===== config.mk =====
export PLATFORM = sky130hd
export DESIGN_NAME = output_buffer_mmio_flat
export DESIGN_NICKNAME = d
export VERILOG_FILES = /design/src/rtl/output_buffer_mmio_if.sv /design/src/rtl/output_buffer_mmio.sv /design/src/flat_wrapper.sv
export SDC_FILE = /design/constraint.sdc
export NUM_CORES = 1
export LEC_CHECK = 0
export ABC_AREA = 1
export BUFFER_PORTS_ARGS = -buffer_cell sky130_fd_sc_hd__buf_2
export CORE_MARGIN = 4
export CORE_UTILIZATION = 30
export DETAILED_ROUTE_END_ITERATION = 6
export HOLD_SLACK_MARGIN = 0.03
export PLACE_DENSITY = 0.48
export SLEW_MARGIN = 30
export SYNTH_ARGS = -nofsm -noshare
export SYNTH_HDL_FRONTEND = slang
export SYNTH_SLANG_ARGS = --single-unit
export TNS_END_PERCENT = 50

===== constraint.sdc =====
create_clock -name i_clk -period 4.76 [get_ports i_clk]
set_clock_uncertainty 0.1 [all_clocks]
set_input_delay 0.238 -clock i_clk [delete_from_list [all_inputs] [get_ports i_clk]]
set_output_delay 0.238 -clock i_clk [all_outputs]
set_load 0.02 [all_outputs]

===== src/rtl/output_buffer_mmio_if.sv =====
// rtl/output_buffer_mmio_if.sv - CPU-side load/store bus for the memory-mapped output buffer
interface output_buffer_mmio_if;
    logic [15:0] i_addr;
    logic [31:0] i_wr_data;
    logic [3:0]  i_wr_en;
    logic [31:0] o_ld_data;

    modport master (
        output i_addr,
        output i_wr_data,
        output i_wr_en,
        input  o_ld_data
    );

    modport slave (
        input  i_addr,
        input  i_wr_data,
        input  i_wr_en,
        output o_ld_data
    );
endinterface


===== src/rtl/output_buffer_mmio.sv =====
// rtl/output_buffer_mmio.sv - memory-mapped LED/HEX/LCD output buffer; optional blink feature under OUTPUT_BUFFER_BLINK_EN
module output_buffer_mmio #(
    parameter logic [15:0] BASE_ADDR = 16'h7000,
    parameter int          LED_W     = 32,
    parameter int          N_HEX     = 8,
    parameter int          LCD_DEPTH = 4,
    parameter int          BLINK_DIV = 24
) (
    input  logic                 i_clk,
    input  logic                 i_rst_n,
    output_buffer_mmio_if.slave  bus,
    output logic [LED_W-1:0]     o_io_ledr,
    output logic [LED_W-1:0]     o_io_ledg,
    output logic [7*N_HEX-1:0]   o_io_hex,
    output logic [31:0]          o_io_lcd,
    output logic                 o_lcd_valid,
    input  logic                 i_lcd_ready
);

    localparam int PW        = (LCD_DEPTH > 1) ? $clog2(LCD_DEPTH) : 1;
    localparam int CW        = PW + 1;
    localparam int HEX_WORDS = N_HEX / 4;

    // Word indices within the 256-byte window (byte offset / 4)
    localparam logic [5:0] W_LCD    = 6'd12;
    localparam logic [5:0] W_STATUS = 6'd13;
    localparam logic [5:0] W_BLINK  = 6'd14;

    // Alias operations selected by offset bits [3:2] of the LED block
    localparam logic [1:0] OP_WRITE = 2'd0;
    localparam logic [1:0] OP_SET   = 2'd1;
    localparam logic [1:0] OP_CLR   = 2'd2;

    // Address decode
    logic        hit;
    logic        wr;
    logic [5:0]  word;
    logic [31:0] lane_mask;
    logic [31:0] wdata;
    logic        unused_addr_bits;

    assign hit       = (bus.i_addr[15:8] == BASE_ADDR[15:8]);
    assign word      = bus.i_addr[7:2];
    assign wr        = hit && (|bus.i_wr_en);
    assign wdata     = bus.i_wr_data;
    assign lane_mask = {{8{bus.i_wr_en[3]}}, {8{bus.i_wr_en[2]}},
                        {8{bus.i_wr_en[1]}}, {8{bus.i_wr_en[0]}}};
    assign unused_addr_bits = ^bus.i_addr[1:0];

    // Applies one alias operation to the enabled byte lanes only
    function automatic logic [31:0] alias_op(input logic [1:0]  op,
                                             input logic [31:0] cur,
                                             input logic [31:0] d,
                                             input logic [31:0] m);
        logic [31:0] dm;
        dm = d & m;
        case (op)
            OP_WRITE: alias_op = (cur & ~m) | dm;
            OP_SET:   alias_op = cur | dm;
            OP_CLR:   alias_op = cur & ~dm;
            default:  alias_op = cur ^ dm;
        endcase
    endfunction

    // State
    logic [LED_W-1:0]   ledr_q, ledr_d;
    logic [LED_W-1:0]   ledg_q, ledg_d;
    logic [7*N_HEX-1:0] hex_q, hex_d;
    logic [31:0]        mem_q [LCD_DEPTH];
    logic [31:0]        mem_d [LCD_DEPTH];
    logic [PW-1:0]      rd_ptr_q, rd_ptr_d;
    logic [PW-1:0]      wr_ptr_q, wr_ptr_d;
    logic [CW-1:0]      count_q, count_d;
    logic               overflow_q, overflow_d;

`ifdef OUTPUT_BUFFER_BLINK_EN
    logic [LED_W-1:0]     blink_mask_q, blink_mask_d;
    logic [BLINK_DIV-1:0] blink_cnt_q, blink_cnt_d;
`endif

    // FIFO handshake terms
    logic full;
    logic valid;
    logic pop;
    logic push_req;
    logic push;

    assign full     = (count_q == CW'(LCD_DEPTH));
    assign valid    = (count_q != '0);
    assign pop      = valid && i_lcd_ready;
    assign push_req = wr && (word == W_LCD);
    assign push     = push_req && (!full || pop);

    // LED register updates through the write/set/clear/toggle aliases
    always_comb begin
        ledr_d = ledr_q;
        ledg_d = ledg_q;
        if (wr && (word[5:3] == 3'b000)) begin
            if (!word[2]) begin
                ledr_d = LED_W'(alias_op(word[1:0], 32'(ledr_q), wdata, lane_mask));
            end else begin
                ledg_d = LED_W'(alias_op(word[1:0], 32'(ledg_q), wdata, lane_mask));
            end
        end
    end

    // Seven-segment digit writes: byte lane k of word w feeds digit 4w+k
    always_comb begin
        hex_d = hex_q;
        if (wr && (word[5:2] == 4'b0010)) begin
            for (int w = 0; w < HEX_WORDS; w++) begin
                if (word[1:0] == 2'(w)) begin
                    for (int k = 0; k < 4; k++) begin
                        if (bus.i_wr_en[k]) begin
                            hex_d[7*(4*w+k) +: 7] = wdata[8*k +: 7];
                        end
                    end
                end
            end
        end
    end

    // LCD FIFO push/pop bookkeeping and sticky overflow flag
    always_comb begin
        mem_d      = mem_q;
        wr_ptr_d   = wr_ptr_q;
        rd_ptr_d   = rd_ptr_q;
        count_d    = count_q;
        overflow_d = overflow_q;
        if (push) begin
            mem_d[wr_ptr_q] = wdata;
            wr_ptr_d        = wr_ptr_q + PW'(1);
        end
        if (pop) begin
            rd_ptr_d = rd_ptr_q + PW'(1);
        end
        case ({push, pop})
            2'b10:   count_d = count_q + CW'(1);
            2'b01:   count_d = count_q - CW'(1);
            default: count_d = count_q;
        endcase
        if (wr && (word == W_STATUS)) begin
            overflow_d = 1'b0;
        end else if (push_req && !push) begin
            overflow_d = 1'b1;
        end
    end

`ifdef OUTPUT_BUFFER_BLINK_EN
    // Blink mask writes and the free-running blink divider
    always_comb begin
        blink_mask_d = blink_mask_q;
        blink_cnt_d  = blink_cnt_q + BLINK_DIV'(1);
        if (wr && (word == W_BLINK)) begin
            blink_mask_d = LED_W'(alias_op(OP_WRITE, 32'(blink_mask_q), wdata, lane_mask));
        end
    end
`endif

    // All architectural state, cleared asynchronously
    always_ff @(posedge i_clk or negedge i_rst_n) begin
        if (!i_rst_n) begin
            ledr_q     <= '0;
            ledg_q     <= '0;
            hex_q      <= '0;
            rd_ptr_q   <= '0;
            wr_ptr_q   <= '0;
            count_q    <= '0;
            overflow_q <= 1'b0;
            for (int i = 0; i < LCD_DEPTH; i++) begin
                mem_q[i] <= '0;
            end
`ifdef OUTPUT_BUFFER_BLINK_EN
            blink_mask_q <= '0;
            blink_cnt_q  <= '0;
`endif
        end else begin
            ledr_q     <= ledr_d;
            ledg_q     <= ledg_d;
            hex_q      <= hex_d;
            rd_ptr_q   <= rd_ptr_d;
            wr_ptr_q   <= wr_ptr_d;
            count_q    <= count_d;
            overflow_q <= overflow_d;
            for (int i = 0; i < LCD_DEPTH; i++) begin
                mem_q[i] <= mem_d[i];
            end
`ifdef OUTPUT_BUFFER_BLINK_EN
            blink_mask_q <= blink_mask_d;
            blink_cnt_q  <= blink_cnt_d;
`endif
        end
    end

    // Output drive; the LCD head reads as zero whenever the FIFO is empty
`ifdef OUTPUT_BUFFER_BLINK_EN
    assign o_io_ledr = ledr_q & ~(blink_mask_q & {LED_W{blink_cnt_q[BLINK_DIV-1]}});
`else
    assign o_io_ledr = ledr_q;
`endif
    assign o_io_ledg   = ledg_q;
    assign o_io_hex    = hex_q;
    assign o_io_lcd    = valid ? mem_q[rd_ptr_q] : 32'h0;
    assign o_lcd_valid = valid;

    // Packs the addressed HEX word as four bytes with bit 7 of each lane zero
    logic [31:0] hex_rd;
    always_comb begin
        hex_rd = '0;
        for (int w = 0; w < HEX_WORDS; w++) begin
            if (word[1:0] == 2'(w)) begin
                for (int k = 0; k < 4; k++) begin
                    hex_rd[8*k +: 7] = hex_q[7*(4*w+k) +: 7];
                end
            end
        end
    end

    // Side-effect-free combinational readback of every mapped register
    logic [31:0] rd_data;
    always_comb begin
        rd_data = '0;
        if (hit) begin
            case (word)
                6'd0, 6'd1, 6'd2, 6'd3:   rd_data = 32'(ledr_q);
                6'd4, 6'd5, 6'd6, 6'd7:   rd_data = 32'(ledg_q);
                6'd8, 6'd9, 6'd10, 6'd11: rd_data = hex_rd;
                W_LCD:                    rd_data = o_io_lcd;
                W_STATUS:                 rd_data = {23'h0, overflow_q, full, 7'(count_q)};
`ifdef OUTPUT_BUFFER_BLINK_EN
                W_BLINK:                  rd_data = 32'(blink_mask_q);
`endif
                default:                  rd_data = '0;
            endcase
        end
    end

    assign bus.o_ld_data = rd_data;

endmodule


===== src/flat_wrapper.sv =====
// flat-port wrapper written by rule: the top's interface ports become plain ports
module output_buffer_mmio_flat 
#(
    parameter logic [15:0] BASE_ADDR = 16'h7000,
    parameter int          LED_W     = 32,
    parameter int          N_HEX     = 8,
    parameter int          LCD_DEPTH = 4,
    parameter int          BLINK_DIV = 24
)
  (i_clk, i_rst_n, o_io_ledr, o_io_ledg, o_io_hex, o_io_lcd, o_lcd_valid, i_lcd_ready, bus_i_addr, bus_i_wr_data, bus_i_wr_en, bus_o_ld_data);
  output_buffer_mmio_if bus_i ();
  input  logic i_clk;
  input  logic i_rst_n;
  output logic [LED_W-1:0] o_io_ledr;
  output logic [LED_W-1:0] o_io_ledg;
  output logic [7*N_HEX-1:0] o_io_hex;
  output logic [31:0] o_io_lcd;
  output logic o_lcd_valid;
  input  logic i_lcd_ready;
  input wire logic [$bits(bus_i.i_addr)-1:0] bus_i_addr;
  input wire logic [$bits(bus_i.i_wr_data)-1:0] bus_i_wr_data;
  input wire logic [$bits(bus_i.i_wr_en)-1:0] bus_i_wr_en;
  output wire logic [$bits(bus_i.o_ld_data)-1:0] bus_o_ld_data;
  assign bus_i.i_addr = bus_i_addr;
  assign bus_i.i_wr_data = bus_i_wr_data;
  assign bus_i.i_wr_en = bus_i_wr_en;
  assign bus_o_ld_data = bus_i.o_ld_data;
  output_buffer_mmio #(.BASE_ADDR(BASE_ADDR), .LED_W(LED_W), .N_HEX(N_HEX), .LCD_DEPTH(LCD_DEPTH), .BLINK_DIV(BLINK_DIV)) u_core (.i_clk(i_clk), .i_rst_n(i_rst_n), .bus(bus_i), .o_io_ledr(o_io_ledr), .o_io_ledg(o_io_ledg), .o_io_hex(o_io_hex), .o_io_lcd(o_io_lcd), .o_lcd_valid(o_lcd_valid), .i_lcd_ready(i_lcd_ready));
endmodule

Word-level counts from Yosys, hierarchy flattened

Index checks and enable logic that the tools add are counted.

Register bits: 256
Bits of input ports: 55

Add/sub/neg operators: 4
Reductions and logical operators: 32
Bitwise logic cells: 16
Equality and inequality tests: 20
Magnitude comparators: 3
Multiplexer cells: 22

Operators with widths:

| cell                | number |
|---|---|
| $pmux 32 s3         | 2 |
| $and 32x32->32      | 5 |
| $mux 32             | 5 |
| $pmux 32 s5         | 1 |
| $bwmux 128          | 1 |
| $or 32x32->32       | 4 |
| $bmux 32 s2         | 1 |
| $demux 32 s2        | 1 |
| $not 32->32         | 2 |
| $xor 32x32->32      | 2 |
| $mux 7              | 8 |
| $eq 6x4->1 const B  | 6 |
| $eq 6x3->1 const B  | 4 |
| $reduce_and 3->1    | 8 |
| $reduce_or 4->1     | 4 |
| $eq 6x2->1 const B  | 2 |
| $logic_and 1x1->1   | 9 |
| $eq 8x7->1 const B  | 1 |
| $eq 6x1->1 const B  | 1 |
| $ge 3x3->1 const B  | 2 |
| $logic_not 6->1     | 1 |
| $not 2->3           | 2 |
| $pmux 3 s2          | 1 |
| $add 2x1->2 const B | 2 |
| 16 further kinds    | 22 |

Longest topological paths before layout

Depth in word-level cells: 8
Gate-level depth with buffers: 13

Least setup slack after synthesis

No wires, ideal clock.

Path kind: register -> register
From: register u_core.count_q[2]
To: register u_core.count_q[2]
Clock period less this slack: 2205 ps
Buffers on the path: 2
Path slack: 2555 ps
Arrival: 1976 ps
Setup time: 129 ps
Stages on the path, launching flop included: 11
Required time: 4531 ps
Cells stage by stage: dfrtp_1 > clkbuf_1 > nand4_2 > buf_2 > nand2_1 > ha_1 > inv_1 > fa_1 > a21oi_1 > o21ai_0 > xnor2_1

Longest elaborated chain between the ends: 6

RTL lines:

| item                                                 | line                                               | source |
|---|---|---|
| from (decl)                                          | output_buffer_mmio.sv:73                           | `logic [CW-1:0] count_q, count_d;` |
| from (signal assigned)                               | output_buffer_mmio.sv:183                          | `count_q <= count_d;` |
| $eq 3x3->1 or $reduce_bool 3->1 (tied branches)      | output_buffer_mmio.sv:88, output_buffer_mmio.sv:89 |  |
| $logic_not 1->1 or $logic_and 1x1->1 (tied branches) | output_buffer_mmio.sv:92, output_buffer_mmio.sv:90 |  |
| $logic_or 1x1->1                                     | output_buffer_mmio.sv:92                           | `assign push = push_req && (!full \|\| pop);` |
| $logic_and 1x1->1                                    | output_buffer_mmio.sv:92                           |  |
| $eq 2x1->1 or $eq 2x2->1 (tied branches)             | output_buffer_mmio.sv:137                          | `case ({push, pop})` |
| $pmux 3 s2 or $reduce_bool 2->1 (tied branches)      | -                                                  |  |

Parallel ways exist; a longest one is shown, timed or not.
A chain may end at the register's enable or synchronous reset.

Final worst setup path

From: register u_core.rd_ptr_q[0]
To: output port bus_o_ld_data[24]

Longest elaborated chain between the ends: 7

RTL lines:

| item                                       | line                      | source |
|---|---|---|
| from (decl)                                | output_buffer_mmio.sv:71  | `logic [PW-1:0] rd_ptr_q, rd_ptr_d;` |
| from (signal assigned)                     | output_buffer_mmio.sv:181 | `rd_ptr_q <= rd_ptr_d;` |
| $not 2->3 (implied by the code)            | output_buffer_mmio.sv:203 | `assign o_io_lcd = valid ? mem_q[rd_ptr_q] : 32'h0;` |
| $bmux 32 s2                                | output_buffer_mmio.sv:203 |  |
| $mux 32 (implied by the code) (2 in a row) | output_buffer_mmio.sv:203 |  |
| $mux 32                                    | output_buffer_mmio.sv:203 |  |
| $pmux 32 s5                                | output_buffer_mmio.sv:224 | `case (word)` |
| $mux 32                                    | output_buffer_mmio.sv:223 | `if (hit) begin` |
| to (decl)                                  | flat_wrapper.sv:23        | `output wire logic [$bits(bus_i.o_ld_data)-1:0] bus_o_ld_data;` |

No other way between the ends. The select of a mux whose other input is x is not followed.

==> implementation parameters <==
Parameter                              Value

Pwr
  Post-route total power    0.00664 W
  Maximum vdd drop    0.000257 V
  Sw Ratio    37.1%
  Share of power burned in the clock network    37.0%
  Combinational cell fraction of total power    29.2%
  Internal power consumption    0.00418 W
  Power spent charging and discharging nets    0.00247 W
  Pwr Density    366 nW/µm²
  Leak Pwr    9.58 nW
  Sequential share of power    33.8%

Floorplan
  Die span in y    233 µm
  Effective utilization at floorplan    30.3%
  Horizontal die dimension    233 µm
  Area of the die    54100 µm²
  IO Pins    240
  Num rows    82
  Placeable core region    50100 µm²

Timing
  Final setup violation count    0
  Setup repair after global routing missed its margin    false
  Max-Slew Margin vs Limit    37.4%
  Final critical-path share of the clock period    67.6%
  Pins over their slew limit    0
  Crit path time final    3.22 ns
  Max frequency    0.311 GHz
  Hold Fails Final Rpt    0
  Slew at the pin closest to its max-slew limit    0.938 ns
  Setup TNS after final layout    0 ns
  Final setup margin    1.54 ns

Route
  Pre-Repair DR Iteration Count    5
  Average wire length per cell after detail routing    20.5 µm
  Remaining antenna violation count    0
  Total detailed-routing wirelength    61.9 mm
  Vias    15373
  Violation count after the first detailed-routing iteration    1209
  Final routed DRC violation total    0
  Vias per Instance    5.10

Logic synthesis
  EDFF count, synth    0
  Cell count after synthesis    2123
  Library cell occupying the most area in the post-synthesis netlist    sky130_fd_sc_hd__dfrtp_1
  Top cells by instance count after synthesis    sky130_fd_sc_hd__nand2_1, sky130_fd_sc_hd__nor2_1, sky130_fd_sc_hd__dfrtp_1
  Number of distinct library cells after synthesis    34
  Synth async-reset ratio    100%
  Main area contributors after synthesis    sky130_fd_sc_hd__dfrtp_1, sky130_fd_sc_hd__nand2_1, sky130_fd_sc_hd__nor2_1, sky130_fd_sc_hd__ha_1, sky130_fd_sc_hd__nand4_1
  Post-synth top flop    sky130_fd_sc_hd__dfrtp_1
  Share of the synthesized area in the top cell type    42.3%
  Post-Syn Area    15100 µm²
  Synthesized area per cell    7.13 µm²
  Synthesized Nets    2248
  Number of synthesized register bits    256
  Sequential cell area fraction in the yosys report    42.3%
  Most common cell in the synthesized netlist    sky130_fd_sc_hd__nand2_1
  Yosys warning total    0

Critical path
  Critical path launch point    u_core.rd_ptr_q[0]$_DFFE_PN0P_
  Combined buffer and inverter count along the critical path    2
  CP Capture Type    output pin
  Endpoint arrival time on the critical path    2.88 ns
  Master of the slowest instance on the critical path    sky130_fd_sc_hd__inv_2
  Setup Crit Path Kind    reg -> out
  R2r startpoint    u_core.wr_ptr_q[1]$_DFFE_PN0P_
  Req. time, crit path    4.42 ns
  Largest fanout on the critical path    51
  Top cell family by delay on the critical path    buffers and inverters
  Crit path largest cell delay    0.64 ns
  Crit path launch type    flip-flop
  Series of cell instances along the critical path    inv_2, o21ai_0, nand2_1, nand3_1, a21oi_1, buf_2

Place
  GP Congestion    0.869
  Buffers added on ports    237
  Place WS    1.72 ns
  Total half-perimeter wirelength after legalization and detailed placement    41.3 mm

Layout
  Post-synthesis to final-layout area growth    20.0%
  Final antenna diode count    0
  Final design utilization    36.3%
  Share of layout cells above drive strength 1    14.6%
  Net count, final    2446

Clocking
  Clock transition at the register clock pins on the worst setup and hold paths after CTS    0.06 ns
  TritonCTS Buffers    31
  Buffers from clock root to sink, at most    3
  Skew-Pair Late Insertion Delay    0.56 ns
  Sinks on the clock net    256
  H-Tree Level Count    1
  CTS Root Cell    sky130_fd_sc_hd__clkbuf_16
  Quantity of gates resized following cts    0
  Clock tree from TritonCTS    built

Hold path
  Startpoint of the worst hold path    bus_i_addr[6]
  Path category of the worst min-delay check    in -> reg

GRT
  GRT overflow    0
  Number of global-route vias before repair    14695
  Largest net degree at the start of global routing    117
  Initial antenna violation count    1
  Total global routing track utilization    22.4%
  First-pass GRT wire length    93.7 mm

Status
  Result of the run    complete, no violations

Job
  Max_cap viols    0
-- worst register-to-register path: cells and delay by family (launching register included) --
family	cells	cell delay, ns
flops	1	0.41
buf+inv	3	0.76
simple gates	3	0.29
fa+ha+maj	1	0.75
-- per-layer routing --
layer	vias up	share of wire (%)	global-route usage [%]
li1	7332	-	-
met1	7442	46	32.4
met2	505	44	33.6
met3	92	6.4	3.97
met4	2	3.4	7.60
met5	-	0.021	0
-- state kept, by name (all words and copies together) (netlist names) --
name,cells
u_core.mem_q,128
u_core.o_io_hex,56
u_core.o_io_ledg,32
u_core.o_io_ledr,32
u_core.count_q,3
u_core.rd_ptr_q,2
u_core.wr_ptr_q,2
u_core.overflow_q,1
-- placed cells by master, fill, tap and decap left out, drive strengths merged --
master	instances
a211oi	24
a21oi	87
and2	1
buf	271
bufinv	3
clkbuf	49
clkinv	4
clkinvlp	1
dfrtp	256
dlygate4sd3	33
fa	1
ha	69
inv	91
nand2	745
nand3	54
nand4	133
nor2	334
nor3	18
o211ai	1
o21ai	159
o221ai	5
o2bb2ai	2
xnor2	2
xor2	1
-- worst paths after layout --
kind                                                 end  slack (ns)  cells past startpoint
min in group asynchronous   u_core.mem_q[35]$_DFFE_PN0P_        0.22                      2
setup reg to reg            u_core.mem_q[92]$_DFFE_PN0P_        2.35                      7
max in group asynchronous  u_core.mem_q[123]$_DFFE_PN0P_        3.12                      3
setup / recovery                       bus_o_ld_data[24]        1.54                      6
hold / removal             u_core.overflow_q$_DFFE_PN0P_        0.06                      5
hold reg to reg             u_core.mem_q[85]$_DFFE_PN0P_        0.36                      2
-- through the flow --
step	hold WS, ns	instance area, µm²	std cells
4_1_cts	0.0391	18200	3016
3_5_place_dp	0.270	16800	2927
2_1_floorplan	-0.158	15100	2123
3_3_place_gp	0.266	16800	2927
5_1_grt	0.0912	18200	3016
6_report	0.0622	18200	3016
-- power groups by stage --
stage	clock network (W)	logic [W]	registers (W)
finish	0.00246	0.00194	0.00225
global route	0.00258	0.00213	0.00225
CTS	0.00251	0.00195	0.00225
detailed placement	0	0.00192	0.00229
global placement	0	0.00191	0.00229
floorplan	0	0.00116	0.00227
-- cell type report --
class,count,area (µm²)
clock inverter,7,113
sequential,256,6410
timing repair buffer,304,1790
inverter,92,345
tap,672,841
multi-input combinational,1636,7750
clock buffer,49,923
fill,5395,31900
-- logic make-up (layout without fill, tap and decap cells) --
group                      Yosys count  count (layout)  synth area share, %
buffers and inverters              231             452                 6.72
DFF                                256             256                 42.3
and+or+nand+nor                   1285            1285                 35.2
adders and majority gates           70              70                 5.83
xor gates and xnor gates             3               3                0.173
AOI/OAI and AO/OA                  278             278                 9.77
-- timing repair --
action	CTS	global route
setup buffers	0	0
hold endpoints to repair	282	0
hold buffers	33	0
Note: power is estimated with default switching activity, not from simulation.
